==> src/rtl/l4_pkg.sv <==
// Shared constants, types and small arithmetic helpers for the layer_4 pooling stage.
package l4_pkg;

    localparam int DW   = 18;
    localparam int NCH  = 16;
    localparam int NGRP = 4;
    localparam int WIN  = 4;

    localparam int GW  = $clog2(NGRP);
    localparam int CW  = $clog2(NCH);
    localparam int FW  = $clog2(NCH * NGRP);
    localparam int WCW = $clog2(WIN);

    typedef enum logic [0:0] {
        COLLECT = 1'b0,
        FULL    = 1'b1
    } state_t;

    typedef logic signed [DW-1:0] feat_t;

    function automatic feat_t relu(input feat_t x);
        return (x < 0) ? feat_t'(0) : x;
    endfunction

    function automatic feat_t fmax(input feat_t a, input feat_t b);
        return (a > b) ? a : b;
    endfunction

endpackage

==> src/rtl/l4_pool_buf.sv <==
// 64-entry feature store (NGRP rows x NCH cols), one write port, one registered row read.
// Read latency 1 cycle; a same-cycle write to the read row returns the old contents.
module l4_pool_buf
    import l4_pkg::*;
(
    input  logic                 clk,
    input  logic                 rst_n,
    input  logic                 we,
    input  logic [GW-1:0]        wr_row,
    input  logic [CW-1:0]        wr_col,
    input  logic signed [DW-1:0] wr_dat,
    input  logic [GW-1:0]        rd_row,
    output logic signed [DW-1:0] rd_dat [NCH-1:0]
);

    logic signed [DW-1:0] mem_q [NGRP-1:0][NCH-1:0];

    // Storage is intentionally left unreset; only the read register clears.
    always_ff @(posedge clk) begin
        if (we) begin
            mem_q[wr_row][wr_col] <= wr_dat;
        end
    end

    always_ff @(posedge clk or negedge rst_n) begin
        if (!rst_n) begin
            for (int i = 0; i < NCH; i++) begin
                rd_dat[i] <= '0;
            end
        end else begin
            for (int i = 0; i < NCH; i++) begin
                rd_dat[i] <= mem_q[rd_row][i];
            end
        end
    end

endmodule

==> src/rtl/layer_4.sv <==
// ReLU + 2x2 max-pool of a serial sample stream into 4x16 features; strt pulses one cycle after the last sample.
// dout follows grp_sel with 1-cycle latency; rdy drops while a full frame waits for tx_done.
module layer_4
    import l4_pkg::*;
(
    input  logic                 clk,
    input  logic                 rst_n,
    input  logic                 vld_in,
    input  logic signed [DW-1:0] din_in,
    output logic                 rdy,
    input  logic                 tx_done,
    input  logic [GW-1:0]        grp_sel,
    output logic                 strt,
    output logic signed [DW-1:0] dout [NCH-1:0]
);

    state_t           state_q, state_d;
    logic [WCW-1:0]   win_cnt_q, win_cnt_d;
    logic [FW-1:0]    feat_cnt_q, feat_cnt_d;
    feat_t            run_max_q, run_max_d;
    logic             strt_q, strt_d;

    feat_t            relu_val;
    feat_t            pool_max;
    logic             accept;
    logic             last_smp;
    logic             last_feat;

    always_comb begin
        relu_val  = relu(din_in);
        pool_max  = (win_cnt_q == '0) ? relu_val : fmax(run_max_q, relu_val);
        // tx_done wins over vld_in, so the sample presented with it is dropped.
        accept    = (state_q == COLLECT) && vld_in && !tx_done;
        last_smp  = accept && (win_cnt_q == WCW'(WIN - 1));
        last_feat = last_smp && (feat_cnt_q == FW'(NCH * NGRP - 1));
    end

    always_comb begin
        state_d    = state_q;
        win_cnt_d  = win_cnt_q;
        feat_cnt_d = feat_cnt_q;
        run_max_d  = run_max_q;
        strt_d     = 1'b0;
        if (tx_done) begin
            state_d    = COLLECT;
            win_cnt_d  = '0;
            feat_cnt_d = '0;
            run_max_d  = '0;
        end else if (accept) begin
            run_max_d = pool_max;
            win_cnt_d = last_smp ? '0 : win_cnt_q + 1'b1;
            if (last_smp) begin
                feat_cnt_d = last_feat ? '0 : feat_cnt_q + 1'b1;
            end
            if (last_feat) begin
                state_d = FULL;
                strt_d  = 1'b1;
            end
        end
    end

    always_ff @(posedge clk or negedge rst_n) begin
        if (!rst_n) begin
            state_q    <= COLLECT;
            win_cnt_q  <= '0;
            feat_cnt_q <= '0;
            run_max_q  <= '0;
            strt_q     <= 1'b0;
        end else begin
            state_q    <= state_d;
            win_cnt_q  <= win_cnt_d;
            feat_cnt_q <= feat_cnt_d;
            run_max_q  <= run_max_d;
            strt_q     <= strt_d;
        end
    end

    assign rdy  = (state_q == COLLECT);
    assign strt = strt_q;

    l4_pool_buf u_buf (
        .clk    (clk),
        .rst_n  (rst_n),
        .we     (last_smp),
        .wr_row (feat_cnt_q[FW-1:CW]),
        .wr_col (feat_cnt_q[CW-1:0]),
        .wr_dat (pool_max),
        .rd_row (grp_sel),
        .rd_dat (dout)
    );

endmodule

==> config.mk <==
export PLATFORM = sky130hd
export DESIGN_NAME = layer_4
export DESIGN_NICKNAME = d
export VERILOG_FILES = /design/src/rtl/l4_pkg.sv /design/src/rtl/l4_pool_buf.sv /design/src/rtl/layer_4.sv
export SDC_FILE = /design/constraint.sdc
export NUM_CORES = 1
export LEC_CHECK = 0
export BUFFER_PORTS_ARGS = -buffer_cell sky130_fd_sc_hd__buf_2
export CORE_MARGIN = 1.5
export CORE_UTILIZATION = 30
export DETAILED_ROUTE_END_ITERATION = 16
export SLEW_MARGIN = 10
export SYNTH_ARGS = -nofsm -noshare
export SYNTH_HDL_FRONTEND = slang
export SYNTH_HIERARCHICAL = 1
export SYNTH_SLANG_ARGS = --single-unit
==> constraint.sdc <==
create_clock -name clk -period 12.2 [get_ports clk]
set_input_delay 0.61 -clock clk [delete_from_list [all_inputs] [get_ports clk]]
set_output_delay 0.61 -clock clk [all_outputs]
set_load 0.01 [all_outputs]
# == Word-level counts from Yosys, hierarchy flattened ==
# Memories as Yosys holds them, arrays and structs flattened. A register that Yosys moved wholly into a read port is not among the register bits.
# Index checks and enable logic that the tools add are counted.
# op_classes
add_sub_neg,2
n_lt_le_gt_ge,4
eq_ne,2
muxes,22
n_bitwise,1
n_reduce_logical,13
# ops
op,n
288-bit 2-to-1 mux,1
18-bit 2-to-1 mux,6
18-bit demux with 4-bit select,1
6-bit 2-to-1 mux,4
18-bit > comparator,1
18-bit by 1-bit less-than comparator with 1-bit output (second input constant),1
1-bit 2-to-1 mux,7
6-bit by 1-bit adder with 6-bit output (second input constant),1
6-bit equality test (second input constant),1
2-bit 2-to-1 mux,3
2-bit nonzero test,3
1-bit logical AND,5
4-bit by 5-bit less-than comparator with 1-bit output (second input constant),1
4-bit by 1-bit >= comparator with 1-bit output (second input constant),1
2-bit AND reduction,2
2-bit by 1-bit adder with 2-bit output (second input constant),1
2-bit equality test (second input constant),1
1-bit logical NOT,2
2-bit logical NOT,1
1-bit inverter,1
# word_totals
register_bits,28
mem_bits_rw,1152
input_bits,24
word_cells,50
mem_count,1
# mem_list
memory,words,width,read_ports,rd_clocked_by_memory_dff,write_ports,line,source
u_buf.mem_q,4,288,1,1,1,l4_pool_buf.sv:16,logic signed [DW-1:0] mem_q [NGRP-1:0][NCH-1:0];

# == Logic depth before layout (Yosys ltp) ==
# logic_depth
ltp_word,9
depth_mapped,11
depth_no_buf,9

# == Hierarchy ==
# Netlist, hierarchy kept.
# modules_own_cells
mod,instances,cells_per_inst,area_per_inst_um2
l4_pool_buf,1,1887,49232.2
layer_4,1,215,2018.2

# == Least setup slack after synthesis ==
# Ideal clock, no wire load.
# synth_timing
path_kind,input-to-reg
startpoint,input port din_in[17]
endpoint,"memory u_buf/mem_q[0][100] (netlist bit), data pin"
t_arrival_ps,4277
t_required_ps,11637
path_slack_ps,7360
path_stages,11
n_path_buf,3
cell_sequence,clkbuf_1 -> nand2b_1 -> ha_1 -> a21o_1 -> a211oi_1 -> o211ai_2 -> a21oi_2 -> or2_1 -> buf_6 -> buf_12 -> mux2i_1
# synth_via
elab_chain_len,5
# synth_lines
element,line,source
from (decl),layer_4.sv:9,"input logic signed [DW-1:0] din_in,"
18-bit by 1-bit less-than comparator with 1-bit output,l4_pkg.sv:22,return (x < 0) ? feat_t'(0) : x;
18-bit 2-to-1 mux (*),l4_pkg.sv:22,
18-bit > comparator,l4_pkg.sv:26,return (a > b) ? a : b;
18-bit 2-to-1 mux,l4_pkg.sv:26,
18-bit 2-to-1 mux (*),layer_4.sv:31,"pool_max = (win_cnt_q == '0) ? relu_val : fmax(run_max_q, relu_val);"
net pool_max[10],layer_4.sv:24,feat_t pool_max;
to (decl),l4_pool_buf.sv:16,
# Mark *: on every way through the listed nets, which the timed path passes. The rest lies on a longest branch.

# == Worst setup path in the final report ==
# layout_timing
startpoint,register run_max_q[5]
endpoint,"memory u_buf/mem_q[3][205] (netlist bit), data pin"
# layout_via
elab_chain_len,3
# layout_lines
element,line,source
from (decl),layer_4.sv:20,"feat_t run_max_q, run_max_d;"
from (signal assigned),layer_4.sv:73,run_max_q <= run_max_d;
18-bit > comparator,l4_pkg.sv:26,
18-bit 2-to-1 mux,l4_pkg.sv:26,
18-bit 2-to-1 mux,layer_4.sv:31,
net pool_max[7],layer_4.sv:24,
# The timed path passes the listed nets, and every way through them passes these cells.

==> impl_metrics.py <==
metrics = {
    "sta": {
        "relSlewSlack": 0.219,
        "fmax_mhz": 255,
        "setup_viol": 0,
        "rsz0062_at_grt": "no",
        "slew_violations": 0,
        "worstMarginPinSlew_ns": 1.17,
        "skew_ns": 0.0267,
        "min_period_over_period": 0.321,
        "min_period_ns": 3.92,
        "setup_tns_ns": 0,
        "hold_violations": 0,
    },
    "logic_synthesis": {
        "seq_area_frac_synth": 0.829,
        "ys_async_sr_fraction": 0.215,
        "synth_commonest_cells": "edfxtp_1, dfrtp_1, mux4_2, nor3_1, buf_2",
        "syn_area_um2": 51300,
        "netlist_instances": 2102,
        "synth_cell_type_count": 45,
        "synth-edff-count": 1152,
        "yosys-top-cells-area": "edfxtp_1, dfrtp_1, mux4_2",
        "synth.most_common_cell": "edfxtp_1",
        "ys_seq_elements": 1468,
        "synth.avg_cell_area_um2": 24.4,
        "ys.flop_type": "edfxtp_1",
        "synth_largest_area_cell": "edfxtp_1",
        "synth_top_area_frac": 0.675,
        "yosysWarningCount": 6,
    },
    "setup_path": {
        "crit_fanout": 64,
        "path_cells": "ha_1, a21oi_1, o21ai_1, a2111o_1, a21oi_2, or2_2, mux2i_4, buf_4",
        "regToRegSetupSlack_ns": 8.28,
        "worst_path_dominant_cell_family": "compound AO/OA/AOI/OAI gates",
        "crit_start": "run_max_q[5]",
        "worstPathArrival_ns": 4.35,
        "rr_worst_depth": 8,
        "reg2reg_from": "run_max_q[5]",
        "rr_endpoint": "u_buf/mem_q[3][205]",
        "slowest_delay_ns": 0.86,
        "crit_required_ns": 12.63,
        "startpoint_type": "flip-flop",
        "endpoint_kind": "flip-flop",
        "critPathBufInv": 1,
        "worst_path_max_delay_cell": "or2_2",
        "worstSetupPathType": "reg2reg",
    },
    "final_layout": {
        "area_growth_pct": 19.9,
        "nets": 2678,
        "drive_gt1_frac": 0.367,
        "utilization": 0.363,
    },
    "worst_hold_path": {
        "hold_path.startpoint": "din_in[0]",
        "hold_path_class": "in2reg",
        "whs_path_depth": 3,
        "whs_endpoint": "run_max_q[0]",
    },
    "route": {
        "drc": 0,
        "wl_per_cell_um": 23.9,
        "drt_first_pass_iters": 5,
        "vias": 22400,
        "wirelength_mm": 119,
        "drtIter0Drc": 1388,
        "ant_nets": 0,
        "viasPerCell": 4.49,
    },
    "clocking": {
        "clk_path_buf_depth": 3,
        "post_cts_resized": 0,
        "htreeDepth": 4,
        "numCtsBuffers": 151,
        "cts_tree": "built",
        "cts.sink_count": 1468,
        "clk_pin_slew_ns": 0.06,
        "clk_latency_ns": 0.77,
        "root_buffer": "clkbuf_16",
    },
    "floorplan": {
        "boundaryPins": 314,
        "die-area_um2": 173000,
        "die_y_um": 416,
        "core_area_um2": 169000,
        "row_count": 151,
        "initial_core_util": 0.302,
        "die_w_um": 416,
    },
    "pwr": {
        "p_leak_nw": 21.3,
        "ir_drop_v": 0.000118,
        "powerDensity_nw_per_um2": 171,
        "power_w": 0.0105,
    },
    "global_routing": {
        "grt_pass1_vias": 23300,
        "grt_pass1_wl_mm": 171,
        "gr-total-overflow": 0,
        "grt_max_degree": 126,
        "grt_use_total": 0.138,
        "antenna_found_initial": 25,
    },
    "placed_design": {
        "place.gp.congestion": 0.725,
        "port_buffers": 313,
        "hpwl_mm": 69.6,
    },
    "flow_run": {
        "maxCapViolations": 0,
    },
    "run_status": {
        "status": "finished clean",
    },
}
## stage by stage
step                      std cells  instance area (um^2)  hold WS, ns  setup slack, ns
after global routing           4977                 61400        0.147             8.04
after floorplan                2165                 51500        0.314             7.36
after global placement         4698                 56500        0.540             7.65
after detailed placement       4698                 56500        0.546             7.55
final                          4981                 61500        0.205             8.28
after CTS                      4976                 61400        0.103             8.23
## registers in the layout, summed over array words and instances, names as in the netlist
signal	cells
u_buf/mem_q	1152
strt	1
state_q	1
u_buf/rd_dat	288
run_max_q	18
feat_cnt_q	6
win_cnt_q	2
## tightest hold or removal path, stage by stage
cell     delay [ns]
buf_2          0.10
inv_1          0.12
o41ai_1        0.10
## cells in the final DEF (no fill, tap or decap), types with 3 or more instances in the layout
cell type | Yosys | final
ha_1 | 20 | 20
conb_1 | 1 | 64
clkbuf_1 | 26 | 38
a21oi_1 | 8 | 8
nor2_1 | 10 | 10
clkinv_4 | 0 | 5
nand4_1 | 19 | 19
a211oi_1 | 3 | 3
clkinv_8 | 0 | 5
nor3_2 | 0 | 64
buf_2 | 38 | 310
bufinv_16 | 0 | 11
diode_2 | 0 | 5
inv_1 | 23 | 23
o21ai_0 | 3 | 3
buf_12 | 1 | 3
inv_6 | 0 | 5
buf_4 | 0 | 92
dfrtp_1 | 316 | 316
o31ai_1 | 16 | 16
nand2b_1 | 21 | 19
clkinv_1 | 1 | 16
mux4_2 | 288 | 288
edfxtp_1 | 1152 | 1152
nand2_1 | 13 | 13
buf_8 | 0 | 3
clkinv_2 | 0 | 27
or2_2 | 3 | 4
clkbuf_16 | 0 | 156
mux2i_4 | 0 | 16
or3_1 | 3 | 3
clkbuf_8 | 0 | 10
## logic make-up after synthesis
| logic type | after synthesis | share of synthesized area |
|---|---|---|
| multiplexers | 305 | 0.130 |
| flip-flops | 1468 | 0.829 |
| XOR/XNOR | 4 | 0.000684 |
| AND/OR/NAND/NOR | 146 | 0.0156 |
| AO/OA/AOI/OAI | 41 | 0.00579 |
| other | 1 | 0.0000732 |
| adder cells (fa/ha/maj) | 20 | 0.00488 |
| buffers and inverters | 117 | 0.0138 |
## layout make-up
type	count	area [um^2]
Timing Repair Buffer	409	2360
Clock inverter	71	717
Tap cell	2218	2780
Clock buffer	206	4200
Antenna cell	5	12.5
Inverter	24	90.1
Multi-Input combinational cell	580	8810
Sequential cell	1468	42500
Fill cell	15400	108000
## how the worst max path moves through the flow
stage                                     end  cells past startpoint  slack (ns)
after floorplan           u_buf/mem_q[0][100]                     11        7.36
after global placement    u_buf/mem_q[0][219]                     10        7.65
after detailed placement  u_buf/mem_q[0][219]                     10        7.55
after CTS                 u_buf/mem_q[0][219]                      8        8.23
after global routing      u_buf/mem_q[0][223]                      8        8.04
final                     u_buf/mem_q[3][205]                      8        8.28
## timing repair
item / CTS / global route
setup buffers: 0 / 0
endpoints found under the hold margin: 70 / 0
hold buffers: 1 / 0
## routing by layer
metal,vias to the layer above,global-route usage,wire length (um)
met5,-,0,86
met4,12,0.0454,3230
met3,181,0.0316,5830
met2,509,0.238,62300
met1,12000,0.170,47700
li1,9647,-,-
## power by group
| part | internal [W] | total, W | switching, W |
|---|---|---|---|
| sequential | 0.00548 | 0.00550 | 0.0000240 |
| clock | 0.00266 | 0.00455 | 0.00189 |
| combinational | 0.000147 | 0.000438 | 0.000291 |
Power figures use the tool's default switching activity.
